<file path="src/rtl/multicycle_ctrl_if.sv">
// Memory-side handshake bundle of the multicycle controller (instruction and data ports).
// Handshake: a request is held high until the matching ack; the transfer completes in the cycle where req=1 and ack=1, and an ack without its request is ignored.
`timescale 1ns/1ps
interface multicycle_ctrl_if;
   logic imem_req;
   logic imem_ack;
   logic dmem_req;
   logic dmem_we;
   logic dmem_ack;

   modport master (
      output imem_req,
      output dmem_req,
      output dmem_we,
      input  imem_ack,
      input  dmem_ack
   );

   modport slave (
      input  imem_req,
      input  dmem_req,
      input  dmem_we,
      output imem_ack,
      output dmem_ack
   );
endinterface

</file>
<file path="src/rtl/multicycle_ctrl.sv">
// Sequencing FSM of the multicycle RV32I core: FETCH/DECODE/EXEC/MEM/WB with retired-instruction counter.
// Optional ack-timeout watchdog enabled by defining MC_CTRL_TIMEOUT_EN.
`timescale 1ns/1ps
module multicycle_ctrl #(
   parameter int CNT_W       = 32,
   parameter int TIMEOUT_CYC = 255
) (
   input  logic                 clk,
   input  logic                 rst_n,
   input  logic                 run,
   multicycle_ctrl_if.master    mem,
   output logic                 fetch_en,
   input  logic [6:0]           opcode,
   output logic                 alu_en,
   output logic                 reg_we,
   output logic                 next_pc_make,
   output logic                 halted,
   output logic                 illegal,
   output logic                 bus_err,
   output logic [2:0]           state,
   output logic [CNT_W-1:0]     instr_cnt
);

   typedef enum logic [2:0] {
      S_IDLE   = 3'd0,
      S_FETCH  = 3'd1,
      S_DECODE = 3'd2,
      S_EXEC   = 3'd3,
      S_MEM    = 3'd4,
      S_WB     = 3'd5,
      S_HALT   = 3'd6
   } state_t;

   localparam logic [6:0] OP_LUI    = 7'b0110111;
   localparam logic [6:0] OP_AUIPC  = 7'b0010111;
   localparam logic [6:0] OP_JAL    = 7'b1101111;
   localparam logic [6:0] OP_JALR   = 7'b1100111;
   localparam logic [6:0] OP_BRANCH = 7'b1100011;
   localparam logic [6:0] OP_LOAD   = 7'b0000011;
   localparam logic [6:0] OP_STORE  = 7'b0100011;
   localparam logic [6:0] OP_OPIMM  = 7'b0010011;
   localparam logic [6:0] OP_OP     = 7'b0110011;
   localparam logic [6:0] OP_SYSTEM = 7'b1110011;

   if (TIMEOUT_CYC < 1) begin : g_bad_timeout
      $error("multicycle_ctrl: TIMEOUT_CYC must be >= 1");
   end

   state_t     state_q;
   state_t     state_d;
   logic [6:0] op_q;
   logic       is_store;
   logic       is_branch;
   logic       is_mem;
   logic       timeout;
   logic       illegal_q;

   function automatic logic is_legal(input logic [6:0] op);
      case (op)
         OP_LUI, OP_AUIPC, OP_JAL, OP_JALR, OP_BRANCH,
         OP_LOAD, OP_STORE, OP_OPIMM, OP_OP, OP_SYSTEM: is_legal = 1'b1;
         default:                                       is_legal = 1'b0;
      endcase
   endfunction

   assign state     = state_q;
   assign is_store  = (op_q == OP_STORE);
   assign is_branch = (op_q == OP_BRANCH);
   assign is_mem    = (op_q == OP_LOAD) || is_store;

`ifdef MC_CTRL_TIMEOUT_EN
   localparam int WAIT_W = (TIMEOUT_CYC < 2) ? 1 : $clog2(TIMEOUT_CYC + 1);
   localparam logic [WAIT_W-1:0] WAIT_LAST = WAIT_W'(TIMEOUT_CYC - 1);

   logic [WAIT_W-1:0] wait_cnt;
   logic              waiting;
   logic              bus_err_q;

   // Counter is zero on every FETCH/MEM entry because it clears whenever not waiting.
   assign waiting = ((state_q == S_FETCH) && !mem.imem_ack) ||
                    ((state_q == S_MEM)   && !mem.dmem_ack);
   assign timeout = waiting && (wait_cnt == WAIT_LAST);
   assign bus_err = bus_err_q;

   always_ff @(posedge clk or negedge rst_n) begin
      if (!rst_n) begin
         wait_cnt  <= '0;
         bus_err_q <= 1'b0;
      end else begin
         wait_cnt  <= waiting ? wait_cnt + 1'b1 : '0;
         bus_err_q <= bus_err_q | timeout;
      end
   end
`else
   assign timeout = 1'b0;
   assign bus_err = 1'b0;
`endif

   always_ff @(posedge clk or negedge rst_n) begin
      if (!rst_n) begin
         state_q <= S_IDLE;
      end else begin
         state_q <= state_d;
      end
   end

   always_comb begin
      state_d = state_q;
      case (state_q)
         S_IDLE:   if (run) state_d = S_FETCH;
         S_FETCH: begin
            if (mem.imem_ack)  state_d = S_DECODE;
            else if (timeout)  state_d = S_HALT;
         end
         S_DECODE: begin
            if ((opcode == OP_SYSTEM) || !is_legal(opcode)) state_d = S_HALT;
            else                                            state_d = S_EXEC;
         end
         S_EXEC:   state_d = is_mem ? S_MEM : S_WB;
         S_MEM: begin
            if (mem.dmem_ack)  state_d = S_WB;
            else if (timeout)  state_d = S_HALT;
         end
         S_WB:     state_d = run ? S_FETCH : S_IDLE;
         S_HALT:   state_d = S_HALT;
         default:  state_d = S_IDLE;
      endcase
   end

   always_comb begin
      mem.imem_req = 1'b0;
      mem.dmem_req = 1'b0;
      mem.dmem_we  = 1'b0;
      fetch_en     = 1'b0;
      alu_en       = 1'b0;
      reg_we       = 1'b0;
      next_pc_make = 1'b0;
      halted       = 1'b0;
      case (state_q)
         S_FETCH: begin
            mem.imem_req = 1'b1;
            fetch_en     = mem.imem_ack;
         end
         S_EXEC:  alu_en = 1'b1;
         S_MEM: begin
            mem.dmem_req = 1'b1;
            mem.dmem_we  = is_store;
         end
         S_WB: begin
            next_pc_make = 1'b1;
            reg_we       = !(is_store || is_branch);
         end
         S_HALT:  halted = 1'b1;
         default: ;
      endcase
   end

   // Opcode is captured in DECODE so EXEC/MEM/WB do not depend on the IR staying put.
   always_ff @(posedge clk or negedge rst_n) begin
      if (!rst_n) begin
         op_q      <= '0;
         illegal_q <= 1'b0;
         instr_cnt <= '0;
      end else begin
         if (state_q == S_DECODE) begin
            op_q <= opcode;
            if (!is_legal(opcode)) illegal_q <= 1'b1;
         end
         if (state_q == S_WB) instr_cnt <= instr_cnt + 1'b1;
      end
   end

   assign illegal = illegal_q;

endmodule

</file>
<file path="src/flat_wrapper.sv">
// flat-port wrapper written by rule: the top's interface ports become plain ports
module multicycle_ctrl_flat 
#(
   parameter int CNT_W       = 32,
   parameter int TIMEOUT_CYC = 255
)
  (clk, rst_n, run, fetch_en, opcode, alu_en, reg_we, next_pc_make, halted, illegal, bus_err, state, instr_cnt, mem_imem_req, mem_dmem_req, mem_dmem_we, mem_imem_ack, mem_dmem_ack);
  multicycle_ctrl_if mem_i ();
  input  logic clk;
  input  logic rst_n;
  input  logic run;
  output logic fetch_en;
  input  logic [6:0] opcode;
  output logic alu_en;
  output logic reg_we;
  output logic next_pc_make;
  output logic halted;
  output logic illegal;
  output logic bus_err;
  output logic [2:0] state;
  output logic [CNT_W-1:0] instr_cnt;
  output wire logic [$bits(mem_i.imem_req)-1:0] mem_imem_req;
  output wire logic [$bits(mem_i.dmem_req)-1:0] mem_dmem_req;
  output wire logic [$bits(mem_i.dmem_we)-1:0] mem_dmem_we;
  input wire logic [$bits(mem_i.imem_ack)-1:0] mem_imem_ack;
  input wire logic [$bits(mem_i.dmem_ack)-1:0] mem_dmem_ack;
  assign mem_imem_req = mem_i.imem_req;
  assign mem_dmem_req = mem_i.dmem_req;
  assign mem_dmem_we = mem_i.dmem_we;
  assign mem_i.imem_ack = mem_imem_ack;
  assign mem_i.dmem_ack = mem_dmem_ack;
  multicycle_ctrl #(.CNT_W(CNT_W), .TIMEOUT_CYC(TIMEOUT_CYC)) u_core (.clk(clk), .rst_n(rst_n), .run(run), .mem(mem_i), .fetch_en(fetch_en), .opcode(opcode), .alu_en(alu_en), .reg_we(reg_we), .next_pc_make(next_pc_make), .halted(halted), .illegal(illegal), .bus_err(bus_err), .state(state), .instr_cnt(instr_cnt));
endmodule
</file>
<file path="config.mk">
export PLATFORM = sky130hd
export DESIGN_NAME = multicycle_ctrl_flat
export DESIGN_NICKNAME = d
export VERILOG_FILES = /design/src/rtl/multicycle_ctrl_if.sv /design/src/rtl/multicycle_ctrl.sv /design/src/flat_wrapper.sv
export SDC_FILE = /design/constraint.sdc
export NUM_CORES = 1
export LEC_CHECK = 0
export CAP_MARGIN = 10
export CORE_ASPECT_RATIO = 1.5
export CORE_MARGIN = 2
export CORE_UTILIZATION = 47
export CTS_CLUSTER_DIAMETER = 60
export DETAILED_ROUTE_END_ITERATION = 8
export PLACE_DENSITY = 0.79
export SLEW_MARGIN = 20
export SYNTH_ARGS = -nofsm -noshare
export SYNTH_HDL_FRONTEND = slang
export SYNTH_SLANG_ARGS = --single-unit
</file>
<file path="constraint.sdc">
create_clock -name clk -period 2.15 [get_ports clk]
set_input_delay 0.215 -clock clk [delete_from_list [all_inputs] [get_ports clk]]
set_output_delay 0.215 -clock clk [all_outputs]
set_load 0.05 [all_outputs]
</file>
==> results.yml <==
run_status:
  status: "completed"
setup_path:
  r2r_end: "u_core.instr_cnt[26]$_DFFE_PN0P_"
  cp-start-kind: "register"
  r2r-start: "u_core.instr_cnt[8]$_DFFE_PN0P_"
  r2r_setup_slack_ps: 280
  arrival_ps: 2050
  cp_max_fo: 7
  setup.worst_path.end_class: "register"
  crit_type: "reg2reg"
  required_ps: 2340
  worstRegToRegCells: 5
clock_tree:
  clock_sinks: 43
  cts_setup_buffers: 0
  path_clk_slew_ps: 80
  clk_path_buf_depth: 2
  cts_tree: "yes"
  root_buffer: "clkbuf_8"
  cts_buffers: 5
  clkLatencyLatePin_ps: 300
  htree_levels: 2
yosys:
  synth.area.top_cells: "dfrtp_1 53%, xnor2_1 11%, mux2_2 4.4%"
  synth_seq_area_share: 0.5315
  synth_top_area_frac: 0.5315
  synthTopCellsByCount: "43 x dfrtp_1, 26 x xnor2_1, 17 x nand2_1"
  synth_compound_gate_area_share: 0.04574
  syn_inst: 180
  synth_top_family_by_area: "simple AND/OR/NAND/NOR gates"
  synth-simple-area-share: 0.2101
  synth_area_um2: 2024
  ys_seq_elements: 43
  synth_nets: 193
  ys_async_sr_fraction: 1.000
  synth_xor_xnor_area_share: 0.1341
  yosysMostFrequentCell: "dfrtp_1"
  synth-warning-count: 0
  yosys_most_used_dff: "dfrtp_1"
  synthAdderAreaFrac: 0.006180
  synth.area.mux_share: 0.04944
  syn_area_per_cell_um2: 11.25
  synth_top_area_cell: "dfrtp_1"
  synth_cell_types: 39
  synth_edf_count: 0
power:
  p_sw_w: 0.001059
  p_int_w: 0.001629
  vdd_drop_max_mv: 0.9951
  p_leak_nw: 1.223
  p_per_area_nw_per_um2: 968.0
  power.share.clock: 0.197
  p_seq_frac: 0.419
  p_comb_frac: 0.385
  netSwitchingFraction: 0.3940
timing:
  timing.setup.tns_ps: 0
  hold_violations: 0
  max-slew-margin-rel: 0.6386
  finalCritPeriodShare: 0.8683
  finalCriticalPeriod_ps: 1867
  tightest_slew_ps: 542.2
  setup_violations: 0
  clock.fmax_ghz: 0.5356
  rsz0062_at_grt: "no"
  fin_worst_skew_ps: 5.310
  timing.final.max_slew_violations: 0
  fin_worst_hold_slack_ps: 476.7
grt:
  grt_max_degree: 44
  overflow: 0
  antenna_found_initial: 0
  grt_use_total: 0.1927
  grt_pass1_wl_um: 7272
  grt_pass1_vias: 1579
final_layout:
  final_nets: 255
  layout-drive-gt1-share: 0.1646
  antenna_cells: 0
  multiInputGateArea_um2: 930.9
  ff_latch_area_um2: 1082
  fillers: 315
  area_delta_synth_final_pct: 37.21
flow_run:
  drv_cap: 0
placed_design:
  dpl.hpwl_um: 3009
  portBuffers: 55
  place.gp.congestion: 0.7559
route:
  first_iter_violations: 24
  routed-via-count: 1561
  detail_route.vias_per_cell: 5.401
  ant_nets: 0
  wire_per_inst_um: 14.45
  drc: 0
  wl_um: 4175
  firstDrtPassIters: 4
floorplanning:
  dieArea_um2: 4859
  ios: 57
  core_um2: 4173
  die_x_um: 57.59
  rows: 29
  die_y_um: 84.38
  initial_core_util: 0.4852
worst_hold_path:
  whs_path_depth: 1
  hold_path_end: "u_core.illegal$_DFFE_PN0P_"
  hold_path_class: "reg2reg"
  holdCritStartpoint: "u_core.illegal$_DFFE_PN0P_"
[repair_timing]
item	in CTS	in global routing
hold endpoints to repair	29	0
setup endpoints to repair	0	2
gates resized for setup	0	2
hold buffers	1	0
[cells by family after synthesis]
| kind of cell | Yosys count |
|---|---|
| simple gates | 72 |
| flops | 43 |
| xor+xnor | 31 |
| compound gates | 14 |
| mux | 9 |
| buf+inv | 9 |
| fa+ha+maj | 1 |
| other cells | 1 |
[per-layer routing]
layer  up-vias  track usage  wire (um)
met1       753       0.2366       1737
met2        50       0.3120       2064
met4         0      0.07611         87
met3         8      0.06009        286
met5         -            0          0
li1        750            -          -
[worst max-delay path by stage]
stage / slack (ps) / to / from / depth (start not counted)
after global routing: 140 / u_core.instr_cnt[26]$_DFFE_PN0P_ / u_core.instr_cnt[8]$_DFFE_PN0P_ / 5
after detailed placement: 280 / u_core.instr_cnt[26]$_DFFE_PN0P_ / u_core.instr_cnt[8]$_DFFE_PN0P_ / 5
final: 280 / u_core.instr_cnt[26]$_DFFE_PN0P_ / u_core.instr_cnt[8]$_DFFE_PN0P_ / 5
after global placement: 290 / u_core.instr_cnt[26]$_DFFE_PN0P_ / u_core.instr_cnt[8]$_DFFE_PN0P_ / 5
after CTS: 7 / mem_imem_req / u_core.state[1]$_DFFE_PN0P_ / 2
after floorplan: -40 / fetch_en / u_core.state[0]$_DFFE_PN0P_ / 4
[area by class of cell]
cell class | count | area share
multi-input combinational | 128 | 0.3351
sequential | 43 | 0.3896
clock buffer | 7 | 0.03108
clock inverter | 1 | 0.001802
tap | 46 | 0.02072
inverter | 4 | 0.005405
timing repair buffer | 60 | 0.2162
[flip-flops by register name, summed over array words and instances (netlist names)]
signal	cells
u_core.state	3
u_core.instr_cnt	32
u_core.illegal	1
u_core.op_q	7
[cells in the final DEF (no fill, tap or decap), drive strengths merged, types with 2 or more instances in the layout]
master	Yosys	routed
nand4	11	11
xnor2	26	26
nor3b	2	2
and4	3	3
xor2	5	5
inv	4	4
and3	5	5
mux2	8	8
nor3	4	4
a21oi	3	3
or4	2	2
clkdlybuf4s50	0	46
nand2b	6	6
o21ai	3	3
dfrtp	43	43
nand2	17	17
buf	5	11
nor2	7	7
nand3	10	10
dlymetal6s2s	0	2
a21boi	2	2
clkbuf	0	7
[worst max-delay path, cell delays in order (launching register included)]
cell,delay (ps)
dfrtp_1,470
nand4_1,140
or4_4,600
nor3b_4,290
nand3_1,130
xnor2_1,130
[stage by stage]
step | cell area, um^2 | setup slack [ps] | total power [W] | instances | utilization
final | 2778 | 283.1 | 0.002689 | 289 | 0.6657
after CTS | 2773 | 7.030 | 0.002721 | 289 | 0.6645
after global placement | 2671 | 292.8 | 0.002170 | 280 | 0.6402
after global routing | 2778 | 143.5 | 0.002838 | 289 | 0.6657
after detailed placement | 2671 | 278.6 | 0.002182 | 280 | 0.6402
after floorplan | 2058 | -44.39 | 0.001839 | 180 | -
[power by group through the flow]
stage                     clock network (W)  registers [W]  logic (W)
after CTS                          0.000549        0.00112    0.00105
after global placement                    0        0.00114    0.00103
final                              0.000529        0.00113    0.00103
after floorplan                           0        0.00129   0.000552
after detailed placement                  0        0.00114    0.00104
after global routing               0.000579        0.00116    0.00110
Note: power is estimated with default switching activity, not from simulation.
